<file path="config.mk">
export PLATFORM = sky130hd
export DESIGN_NAME = mat_loader
export DESIGN_NICKNAME = d
export VERILOG_FILES = /design/src/rtl/mat_loader.sv
export SDC_FILE = /design/constraint.sdc
export NUM_CORES = 1
export LEC_CHECK = 0
export BUFFER_PORTS_ARGS = -buffer_cell sky130_fd_sc_hd__clkbuf_2
export CORE_MARGIN = 1
export CORE_UTILIZATION = 50
export CTS_BUF_LIST = sky130_fd_sc_hd__clkbuf_4 sky130_fd_sc_hd__clkbuf_8 sky130_fd_sc_hd__clkbuf_16
export DETAILED_ROUTE_END_ITERATION = 16
export PLACE_DENSITY = 0.88
export SLEW_MARGIN = 30
export SYNTH_ARGS = -nofsm -noshare
export SYNTH_HDL_FRONTEND = slang
export SYNTH_SLANG_ARGS = --single-unit
export TNS_END_PERCENT = 1
</file>
<file path="constraint.sdc">
create_clock -name clk -period 14.52 [get_ports clk]
set_clock_uncertainty 0.05 [all_clocks]
set_input_delay 2.178 -clock clk [delete_from_list [all_inputs] [get_ports clk]]
set_output_delay 2.178 -clock clk [all_outputs]
set_load 0.005 [all_outputs]
</file>
<file path="src/rtl/mat_loader.sv">
// Operand feeder for mat_mult: streams E elements into mat1 then mat2 (row-major), holds
// enable_mult until mult_done, reports completion on done/ack and flags a MULT-phase timeout.
module mat_loader #(
  parameter int N_ROWS         = 2,
  parameter int N_COLUMNS      = 2,
  parameter int TIMEOUT_CYCLES = 256
) (
  input  logic               clk,
  input  logic               reset,
  input  logic               clear,
  input  logic               in_valid,
  output logic               in_ready,
  input  logic signed [31:0] in_data,
  output logic signed [31:0] mat1 [N_ROWS][N_COLUMNS],
  output logic signed [31:0] mat2 [N_ROWS][N_COLUMNS],
  output logic               enable_mult,
  input  logic               mult_done,
  output logic               done,
  input  logic               ack,
  output logic               err_timeout,
  output logic               busy
);

  localparam int E      = N_ROWS * N_COLUMNS;
  localparam int IDX_W  = $clog2(E) + 1;
  localparam int TCNT_W = (TIMEOUT_CYCLES > 0) ? $clog2(TIMEOUT_CYCLES + 1) : 1;

  localparam logic [IDX_W-1:0]  LAST_IDX = IDX_W'(E - 1);
  localparam logic [TCNT_W-1:0] LAST_T   = TCNT_W'((TIMEOUT_CYCLES > 0) ? TIMEOUT_CYCLES - 1 : 0);

  typedef enum logic [2:0] {
    IDLE,
    LOAD_A,
    LOAD_B,
    MULT,
    DONE
  } state_t;

  state_t              state, state_nxt;
  logic [IDX_W-1:0]    idx, idx_nxt;
  logic [TCNT_W-1:0]   tcnt, tcnt_nxt;
  logic                mult_first, mult_first_nxt;
  logic                err_nxt;
  logic                wr_a, wr_b;

  // mult_first marks the first MULT cycle, where a stale mult_done from the previous run is ignored.
  always_comb begin
    // NOTE: every always_comb output gets a default first so no path leaves it unassigned (no latch).
    state_nxt      = state;
    idx_nxt        = idx;
    tcnt_nxt       = tcnt;
    mult_first_nxt = 1'b0;
    err_nxt        = err_timeout;
    in_ready       = 1'b0;
    enable_mult    = 1'b0;
    done           = 1'b0;
    wr_a           = 1'b0;
    wr_b           = 1'b0;

    unique case (state)
      IDLE, LOAD_A: begin
        in_ready = 1'b1;
        if (in_valid) begin
          wr_a = 1'b1;
          if (idx == LAST_IDX) begin
            idx_nxt   = '0;
            state_nxt = LOAD_B;
          end else begin
            idx_nxt   = idx + 1'b1;
            state_nxt = LOAD_A;
          end
        end
      end
      LOAD_B: begin
        in_ready = 1'b1;
        if (in_valid) begin
          wr_b = 1'b1;
          if (idx == LAST_IDX) begin
            idx_nxt        = '0;
            tcnt_nxt       = '0;
            mult_first_nxt = 1'b1;
            state_nxt      = MULT;
          end else begin
            idx_nxt = idx + 1'b1;
          end
        end
      end
      MULT: begin
        enable_mult = 1'b1;
        tcnt_nxt    = tcnt + 1'b1;
        if (!mult_first && mult_done) begin
          state_nxt = DONE;
        end else if (TIMEOUT_CYCLES != 0 && tcnt == LAST_T && !mult_done) begin
          err_nxt   = 1'b1;
          state_nxt = IDLE;
        end
      end
      DONE: begin
        enable_mult = 1'b1;
        done        = 1'b1;
        if (ack) state_nxt = IDLE;
      end
      default: state_nxt = IDLE;
    endcase

    if (reset) in_ready = 1'b0;

    // clear wins over everything, including a beat accepted in the same cycle.
    if (clear) begin
      state_nxt      = IDLE;
      idx_nxt        = '0;
      tcnt_nxt       = '0;
      mult_first_nxt = 1'b0;
      err_nxt        = 1'b0;
      wr_a           = 1'b0;
      wr_b           = 1'b0;
    end
  end

  assign busy = (state != IDLE);

  always_ff @(posedge clk or posedge reset) begin
    if (reset) begin
      state       <= IDLE;
      idx         <= '0;
      tcnt        <= '0;
      mult_first  <= 1'b0;
      err_timeout <= 1'b0;
    end else begin
      // NOTE: sequential state uses non-blocking assignments so all registers update from pre-edge values.
      state       <= state_nxt;
      idx         <= idx_nxt;
      tcnt        <= tcnt_nxt;
      mult_first  <= mult_first_nxt;
      err_timeout <= err_nxt;
    end
  end

  always_ff @(posedge clk or posedge reset) begin
    if (reset) begin
      // NOTE: the banks are reset on purpose so a load cut short by reset reads back as all zeros.
      for (int r = 0; r < N_ROWS; r++) begin
        for (int c = 0; c < N_COLUMNS; c++) begin
          mat1[r][c] <= '0;
          mat2[r][c] <= '0;
        end
      end
    end else begin
      for (int r = 0; r < N_ROWS; r++) begin
        for (int c = 0; c < N_COLUMNS; c++) begin
          if (wr_a && idx == IDX_W'(r * N_COLUMNS + c)) mat1[r][c] <= in_data;
          if (wr_b && idx == IDX_W'(r * N_COLUMNS + c)) mat2[r][c] <= in_data;
        end
      end
    end
  end

endmodule

</file>
==> impl_metrics.csv, run 1 <==
group,metric,value,unit
run_status,status,"finished clean",
detailed_routing,wl,25600,um
sta,final_max_slew_viol_count,0,
sta,finalHoldViolations,0,
sta,post-route-period-util,33.42,%
worst_setup_path,endpoint_kind,"primary output",
power,power.density,143.6,nW/um2
logic_synthesis,syn_area,10500,um2
detailed_routing,drc,0,
worst_setup_path,crit_path_max_fanout,2,
flow_run,maxCapViolCount,0,
sta,finalSetupViolations,0,
layout,syn2layout_area_growth,26.56,%
logic_synthesis,postSynthAreaPerCell,16.06,um2
floorplan,num_io_pins,299,
logic_synthesis,synthCells,654,
logic_synthesis,yosysWarnings,0,
layout,layout_common_cells,"clkbuf_2, dfrtp_1, mux2_2",
sta,worst_pin_slew,850.4,ps
placement,gp_congestion,0.7760,
detailed_routing,vias_per_cell,5.404,
sta,fmax,0.2061,GHz
detailed_routing,drtIter0Drc,172,
logic_synthesis,synth_edf_count,0,
floorplan,die_w,146.9,um
detailed_routing,via_count,6782,
sta,slew_headroom,43.31,%
global_route,grt_max_degree,122,
clock_tree,clk_pin_slew,60,ps
worst_setup_path,crit_type,"in2out",
detailed_routing,drtPass1Iterations,4,
layout,drive_gt1_share,63.45,%
global_route,grt_overflow,0,
floorplan,fp-row-count,52,
worst_setup_path,arrival,2620,ps
clock_tree,htree_num_levels,1,
layout,nets,1011,
floorplan,start_util,51.41,%
logic_synthesis,synthFlopType,"dfrtp_1",
logic_synthesis,syn_nets,698,
sta,setup_tns,0,ps
placement,place_ws,9673,ps
sta,setup_ws,9667,ps
clock_tree,clk_latency,530,ps
clock_tree,cts_resized,0,
logic_synthesis,yosysUniqueCellTypes,41,
global_route,grt_usage,23.84,%
clock_tree,clockRootBuffer,"clkbuf_16",
clock_tree,hold_buffers,0,
detailed_routing,ant_nets,0,
layout,antennaDiodeCount,0,
power,irDropWorstVdd,112.7,uV
layout,final_common_cell,"clkbuf_2",
global_route,antenna_found_initial,0,
hold_path,whs_path_depth,1,
placement,hpwl,16770,um
layout,nFillCells,1433,
worst_setup_path,r2r.worst_path.cells,4,
power,p_leak,7.142,nW
logic_synthesis,seq_area_frac_synth,65.04,%
sta,rsz0062_at_grt,"no",
sta,period_needed,4853,ps
worst_setup_path,startpoint_type,"primary input",
worst_setup_path,cp.required,12290,ps
clock_tree,clock_path_buffers,3,
hold_path,holdCritPathClass,"reg2reg",
clock_tree,cts_sinks,273,
floorplan,die_area,21590,um2
clock_tree,post_cts_buffers,0,
detailed_routing,wl_per_cell,20.40,um
global_route,grt_pass1_wl,40260,um
placement,io_buffers,298,
global_route,grt_pass1_vias,7175,
logic_synthesis,synth-seq-cells,273,
clock_tree,cts_buffers,28,
logic_synthesis,ys_async_sr_fraction,100.0,%
floorplan,core,20430,um2
clock_tree,cts_tree,"done",
sta,fin_hold_ws,452.9,ps
floorplan,die_h,146.9,um
[cells in the mapped netlist (3+ instances only)]
cell      count  share of area [%]
a211o_1       3               0.25
a21oi_1       3               0.14
buf_2        25                1.2
clkbuf_1      5               0.18
dfrtp_1     273                 65
ha_1          6               0.71
inv_1        15               0.54
mux2_2      256                 27
nand2_1       4               0.14
nand2b_1      3               0.18
nand3_1       7               0.33
nand3b_1      3               0.21
nand4_1       6               0.36
nor2_1        5               0.18
o211ai_1      5               0.36
o21ai_0       3               0.14
[power breakdown]
part / leakage (nW) / internal [W] / switching, W / total (W)
clock network: 0.478 / 0.000450 / 0.000289 / 0.000739
logic: 3.04 / 0.000141 / 0.000117 / 0.000258
registers: 3.62 / 0.000858 / 0.0000526 / 0.000911
[final cells by class]
type                       instances  area (um2)  area share [%]
multi-input combinational        336        3495           26.29
sequential                       273        6832           51.39
clock inverter                    13       167.7           1.261
timing repair buffer             313        1615           12.15
tap                              270       337.8           2.541
clock buffer                      35       783.3           5.892
inverter                          15       63.81          0.4800
[worst max-delay path, stage by stage]
cell and delay, ps:
clkbuf_2 130, nor3_1 180, clkbuf_2 140
[sequential cells by signal, indices dropped and copies added, names as in the netlist]
signal,cells
err_timeout,1
tcnt,9
mult_first,1
state,3
idx,3
mat2,128
mat1,128
[cells by family (layout without fill, tap and decap cells)]
kind of cell             Yosys count  in the layout  share of synthesized area (%)
flip-flops                       273            273                          65.04
buffers and inverters             45            376                          1.906
AND/OR/NAND/NOR                   45             45                          2.799
multiplexers                     257            257                          27.54
AO/OA/AOI/OAI                     28             28                          2.001
adder cells (fa/ha/maj)            6              6                         0.7147
[path summary, 6_finish.rpt]
kind | start | to | slack, ps
min in group asynchronous | reset | mat2[6]$_DFFE_PP0P_ | 1800
max | reset | in_ready | 9670
min reg2reg | mat1[19]$_DFFE_PP0P_ | mat1[19]$_DFFE_PP0P_ | 450
max in group asynchronous | reset | mat2[117]$_DFFE_PP0P_ | 11220
min | mat1[19]$_DFFE_PP0P_ | mat1[19]$_DFFE_PP0P_ | 450
max reg2reg | state[2]$_DFFE_PP0P_ | mat2[61]$_DFFE_PP0P_ | 11900
[per-stage QoR]
stage / cells / total power, W / util (%) / cell area [um2]
after floorplan: 654 / 0.001032 / - / 10500
after global routing: 1255 / 0.001981 / 65.07 / 13290
after detailed placement: 1207 / 0.001182 / 60.42 / 12340
final: 1255 / 0.001909 / 65.07 / 13290
after CTS: 1255 / 0.001923 / 65.07 / 13290
after global placement: 1203 / 0.001167 / 60.18 / 12290
[routing by layer]
metal	vias to the layer above	track usage (%)	routed length, um
met5	-	0	0
met4	0	5.825	499
met3	38	5.497	1731
met2	247	40.97	12810
met1	3516	30.66	10560
li1	2981	-	-
(Power assumes the default switching activity.)
==> inputs of run 2 (changes only) <==
--- a/config.mk
+++ b/config.mk
@@ -7,10 +7,10 @@
 export LEC_CHECK = 0
 export BUFFER_PORTS_ARGS = -buffer_cell sky130_fd_sc_hd__clkbuf_2
 export CORE_MARGIN = 1
-export CORE_UTILIZATION = 50
+export CORE_UTILIZATION = 47
 export CTS_BUF_LIST = sky130_fd_sc_hd__clkbuf_4 sky130_fd_sc_hd__clkbuf_8 sky130_fd_sc_hd__clkbuf_16
 export DETAILED_ROUTE_END_ITERATION = 16
-export PLACE_DENSITY = 0.88
+export PLACE_DENSITY = 0.87
 export SLEW_MARGIN = 30
 export SYNTH_ARGS = -nofsm -noshare
 export SYNTH_HDL_FRONTEND = slang
==> constraint.sdc (replaced) <==
create_clock -name clk -period 4 [get_ports clk]
set_clock_uncertainty 0.05 [all_clocks]
set_input_delay 0.6 -clock clk [delete_from_list [all_inputs] [get_ports clk]]
set_output_delay 0.6 -clock clk [all_outputs]
set_load 0.005 [all_outputs]
==> impl_metrics.csv, run 2 (synthesized netlist as in run 1, its figures left out) <==
group,metric,value,unit
power,power.density,526.5,nW/um2
run_status,status,"finished clean",
global_route,grt_pass1_wl,39200,um
worst_setup_path,cp_num_buf_inv,1,
floorplan,num_io_pins,299,
floorplan,core,21890,um2
floorplan,die_h,151.5,um
floorplan,die_area,22950,um2
sta,setup_ws,1501,ps
sta,finalSetupViolations,0,
sta,period_needed,2499,ps
clock_tree,cts_buffers,28,
worst_setup_path,crit_path_cell_trace,"or3b_2, nand2_1, clkbuf_2",
clock_tree,cts_sinks,273,
layout,syn2layout_area_growth,27.89,%
layout,final_common_cell,"clkbuf_2",
layout,fin_area,13430,um2
clock_tree,htree_num_levels,1,
worst_setup_path,crit_path_max_fanout,13,
clock_tree,clk_latency,530,ps
sta,slew_headroom,47.32,%
clock_tree,clockRootBuffer,"clkbuf_16",
detailed_routing,wl_per_cell,20.34,um
global_route,grt_usage,22.37,%
placement,io_buffers,298,
detailed_routing,ant_nets,0,
worst_setup_path,critical-path-top-delay-family,"simple AND/OR/NAND/NOR gates",
floorplan,fp-row-count,54,
detailed_routing,drc,0,
worst_setup_path,slowest_delay,590,ps
sta,fmax,0.4002,GHz
global_route,grt_overflow,0,
power,irDropWorstVdd,419.1,uV
placement,hpwl,17720,um
clock_tree,clk_pin_slew,60,ps
detailed_routing,drtPass1Iterations,5,
sta,post-route-period-util,62.47,%
worst_setup_path,slowest_stage,"dfrtp_1",
sta,rsz0062_at_grt,"no",
hold_path,holdCritPathClass,"in2async",
floorplan,die_w,151.5,um
layout,regArea,6832,um2
clock_tree,cts_tree,"done",
sta,worst_pin_slew,788.5,ps
flow_run,maxCapViolCount,0,
placement,place_ws,1212,ps
detailed_routing,via_count,6765,
layout,multi_input_area,3487,um2
sta,finalHoldViolations,0,
layout,nets,1013,
layout,drive_gt1_share,63.67,%
sta,final_max_slew_viol_count,0,
worst_setup_path,cp.required,3350,ps
layout,layout_common_cells,"clkbuf_2, dfrtp_1, mux2_2",
worst_setup_path,crit_type,"reg2out",
layout,nFillCells,1643,
worst_setup_path,arrival,1850,ps
global_route,antenna_found_initial,0,
placement,gp_congestion,0.7864,
detailed_routing,drtIter0Drc,199,
global_route,grt_pass1_vias,7070,
detailed_routing,wl,25860,um
floorplan,start_util,47.98,%
layout,antennaDiodeCount,0,
clock_tree,cts_resized,0,
clock_tree,clock_path_buffers,3,
global_route,grt_max_degree,92,
detailed_routing,vias_per_cell,5.323,
placement,dpl_cell_area,12400,um2
layout,reg_top3,"mat1 (128), mat2 (128), tcnt (9)",
clock_tree,post_cts_buffers,0,
worst_setup_path,startpoint_type,"register",
power,power,0.007072,W
clock_tree,hold_buffers,0,
worst_setup_path,endpoint_kind,"primary output",
power,p_leak,7.204,nW
sta,setup_tns,0,ps
run 2: path summary, 6_finish.rpt:
path / from / to / slack, ps / cells past startpoint
max in group asynchronous: reset / mat1[76]$_DFFE_PP0P_ / 2720 / 4
min reg2reg: mat1[51]$_DFFE_PP0P_ / mat1[51]$_DFFE_PP0P_ / 450 / 1
min in group clk: ack / state[2]$_DFFE_PP0P_ / 300 / 3
max reg2reg: state[2]$_DFFE_PP0P_ / mat2[89]$_DFFE_PP0P_ / 1570 / 4
min: reset / tcnt[5]$_DFFE_PP0P_ / 180 / 2
max: state[2]$_DFFE_PP0P_ / enable_mult / 1500 / 3
run 2: cell type report:
class	count	area share, %
Sequential cell	273	50.86
Multi-Input combinational cell	336	25.96
Timing Repair Buffer	315	12.43
Clock buffer	44	6.660
Tap cell	280	2.608
Clock inverter	8	1.043
Inverter	15	0.4471
run 2: routing by layer:
metal | track usage (%) | vias to the layer above | share of wire [%]
met1 | 25.95 | 3452 | 38
met5 | 0 | - | 0
met4 | 7.178 | 0 | 2.8
li1 | - | 2993 | -
met3 | 6.108 | 56 | 7.8
met2 | 39.93 | 264 | 51
run 2: metrics by stage:
step	std cells	util (%)	hold slack, ps
final	1271	61.36	176.2
after global routing	1271	61.36	209.1
after detailed placement	1219	56.64	442.2
after floorplan	654	-	426.2
after global placement	1219	56.64	436.3
after CTS	1271	61.36	180.6
run 2: worst register-to-register path: cells and delay by family (launching register included):
kind                   cells  cell delay (ps)
multiplexers               1              310
AND/OR/NAND/NOR            2             1010
buffers and inverters      1              430
flip-flops                 1              520
run 2: where the power goes:
part / total (W) / leakage, nW / internal (W) / switching (W)
registers: 0.00332 / 3.62 / 0.00312 / 0.000200
logic: 0.000932 / 3.06 / 0.000517 / 0.000415
clock network: 0.00282 / 0.522 / 0.00179 / 0.00104
==> inputs of run 3 (changes only) <==
--- a/config.mk
+++ b/config.mk
@@ -5,6 +5,7 @@
 export SDC_FILE = /design/constraint.sdc
 export NUM_CORES = 1
 export LEC_CHECK = 0
+export ABC_AREA = 1
 export BUFFER_PORTS_ARGS = -buffer_cell sky130_fd_sc_hd__clkbuf_2
 export CORE_MARGIN = 1
 export CORE_UTILIZATION = 47
==> constraint.sdc (replaced) <==
create_clock -name clk -period 2.2 [get_ports clk]
set_clock_uncertainty 0.05 [all_clocks]
set_input_delay 0.33 -clock clk [delete_from_list [all_inputs] [get_ports clk]]
set_output_delay 0.33 -clock clk [all_outputs]
set_load 0.005 [all_outputs]
==> impl_metrics.csv, run 3 <==
group,metric,value,unit
run_status,status,"finished clean",
layout,nets,1348,
global_route,grt_pass1_vias,8122,
power,switchingPower,0.003876,W
global_route,antenna_found_initial,0,
logic_synthesis,synth-seq-cells,273,
sta,setup_ws,239.5,ps
global_route,grt_overflow,0,
layout,instances_no_fill,1599,
hold_path,holdCritPathClass,"in2reg",
logic_synthesis,synth_top_area_share,66.05,%
sta,finalSetupViolations,0,
floorplan,fp-row-count,53,
logic_synthesis,yosys-top-cells-area,"dfrtp_1, nand2_1, o21ai_1, inv_1, o21ai_2",
logic_synthesis,ys_async_sr_fraction,100.0,%
power,power.density,1076,nW/um2
detailed_routing,drtPass1Iterations,5,
clock_tree,clock_path_buffers,3,
layout,reg_top3,"mat1 (128), mat2 (128), tcnt (9)",
logic_synthesis,yosysWarnings,0,
floorplan,die_w,150.3,um
sta,fin_hold_ws,27.04,ps
layout,layout_common_cells,"nand2_1, clkbuf_2, dfrtp_1",
detailed_routing,wl,27500,um
clock_tree,cts_buffers,28,
clock_tree,clk_latency,520,ps
worst_setup_path,endpoint_kind,"register",
sta,period_needed,1961,ps
clock_tree,cts_tree,"done",
logic_synthesis,synth_commonest_cells,"nand2_1, dfrtp_1, o21ai_1",
sta,finalHoldViolations,0,
floorplan,die_h,150.3,um
clock_tree,clk_pin_slew,60,ps
sta,worst_pin_slew,712.3,ps
logic_synthesis,synth_edf_count,0,
worst_setup_path,crit_path_max_fanout,5,
logic_synthesis,syn_nets,1050,
global_route,grt_usage,24.56,%
detailed_routing,drc,0,
floorplan,die_area,22600,um2
power,clockPowerShare,35.2,%
logic_synthesis,syn_area,10340,um2
logic_synthesis,yosysUniqueCellTypes,26,
power,p_leak,6.945,nW
detailed_routing,wl_per_cell,17.20,um
worst_setup_path,arrival,2320,ps
sta,final_max_slew_viol_count,0,
detailed_routing,ant_nets,0,
sta,fmax,0.5101,GHz
layout,syn2layout_area_growth,26.74,%
floorplan,core,21290,um2
placement,place_ws,261.6,ps
placement,dpl_cell_area,12100,um2
layout,nFillCells,1680,
placement,hpwl,18780,um
logic_synthesis,synth_most_common_cell,"nand2_1",
logic_synthesis,postSynthAreaPerCell,10.28,um2
sta,post-route-period-util,89.12,%
placement,placedCellCount,1548,
clock_tree,cts_sinks,273,
power,p_int,0.01022,W
logic_synthesis,yosysTopAreaCell,"dfrtp_1",
flow_run,maxCapViolCount,0,
power,pwr-share-seq,46.8,%
clock_tree,post_cts_buffers,0,
clock_tree,htree_num_levels,1,
logic_synthesis,synthCells,1006,
logic_synthesis,synthFlopType,"dfrtp_1",
floorplan,num_io_pins,299,
global_route,grt_max_degree,87,
logic_synthesis,seq_area_frac_synth,66.05,%
clock_tree,cts_resized,0,
layout,fin_area,13110,um2
power,swShare,27.49,%
power,comb_power_share,18.0,%
detailed_routing,via_count,8260,
clock_tree,clockRootBuffer,"clkbuf_16",
placement,gp_congestion,0.8216,
layout,drive_gt1_share,30.66,%
detailed_routing,drtIter0Drc,462,
sta,rsz0062_at_grt,"no",
layout,antennaDiodeCount,0,
worst_setup_path,startpoint_type,"register",
placement,io_buffers,298,
worst_setup_path,crit_type,"reg2reg",
sta,slew_headroom,52.51,%
global_route,grt_pass1_wl,43190,um
power,irDropWorstVdd,634.2,uV
floorplan,start_util,48.59,%
detailed_routing,vias_per_cell,5.166,
layout,final_common_cell,"nand2_1",
worst_setup_path,cp.required,2560,ps
==> run 3: layout make-up <==
| cell class | instances | area [um2] | share of cell area (%) |
|---|---|---|---|
| Clock buffer | 44 | 913.4 | 6.968 |
| Clock inverter | 6 | 86.33 | 0.6586 |
| Inverter | 58 | 221.5 | 1.690 |
| Multi-Input combinational cell | 625 | 3004 | 22.92 |
| Sequential cell | 273 | 6832 | 52.12 |
| Tap cell | 275 | 344.1 | 2.625 |
| Timing Repair Buffer | 318 | 1707 | 13.02 |
==> run 3: per-stage QoR <==
step                      setup TNS [ps]  power, W  utilization, %
after global placement                 0  0.009056           56.83
after CTS                              0   0.01423           61.58
after floorplan                  -493590  0.007729               -
after global routing                   0   0.01484           61.58
final                                  0   0.01410           61.58
after detailed placement               0  0.009203           56.83
==> run 3: final timing paths <==
| kind | start | cells past startpoint | end | slack, ps |
|---|---|---|---|---|
| min in group asynchronous | reset | 4 | mat2[24]$_DFFE_PP0P_ | 460 |
| hold / removal | mult_done | 3 | state[2]$_DFFE_PP0P_ | 30 |
| setup / recovery | tcnt[0]$_DFFE_PP0P_ | 13 | state[0]$_DFFE_PP0P_ | 240 |
| setup reg to reg | tcnt[0]$_DFFE_PP0P_ | 13 | state[0]$_DFFE_PP0P_ | 240 |
| max in group asynchronous | reset | 5 | mat1[40]$_DFFE_PP0P_ | 870 |
| hold reg to reg | mat2[13]$_DFFE_PP0P_ | 2 | mat2[13]$_DFFE_PP0P_ | 430 |
==> run 3: critical path, cell delays in order, from the launching register on <==
cell and delay (ps):
dfrtp_1 410, ha_1 180, nand2_1 80, nor2_1 170
nand2_1 100, nor2_1 110, ha_1 150, inv_1 40
nor2_1 110, nor2_1 60, nand2_1 50, nand2_1 70
o21ai_0 190, nand2_1 70
==> run 3: power by group through the flow <==
stage | clock [W] | combinational, W | sequential (W)
floorplan | 0 | 0.00104 | 0.00669
global placement | 0 | 0.00245 | 0.00661
detailed placement | 0 | 0.00255 | 0.00665
CTS | 0.00506 | 0.00258 | 0.00659
global route | 0.00526 | 0.00287 | 0.00671
finish | 0.00496 | 0.00254 | 0.00660
==> run 3: what timing repair did <==
item	4_1_cts	5_1_grt
endpoints found under the setup margin	0	0
endpoints found under the hold margin	15	0
hold buffers	1	0
==> run 3: logic make-up after synthesis <==
kind of cell	Yosys count	synth area share [%]
AO/OA/AOI/OAI	273	14.09
flip-flops	273	66.05
buffers and inverters	108	4.972
AND/OR/NAND/NOR	346	14.15
adder cells (fa/ha/maj)	6	0.7258
==> run 3: layer usage <==
metal	vias up	routed length (um)	part of all wire, %	track usage (%)
li1	3886	-	-	-
met1	4028	11160	41	30.99
met2	305	13860	50	42.60
met3	41	1926	7.0	5.242
met4	0	555	2.0	6.667
met5	-	0	0	0
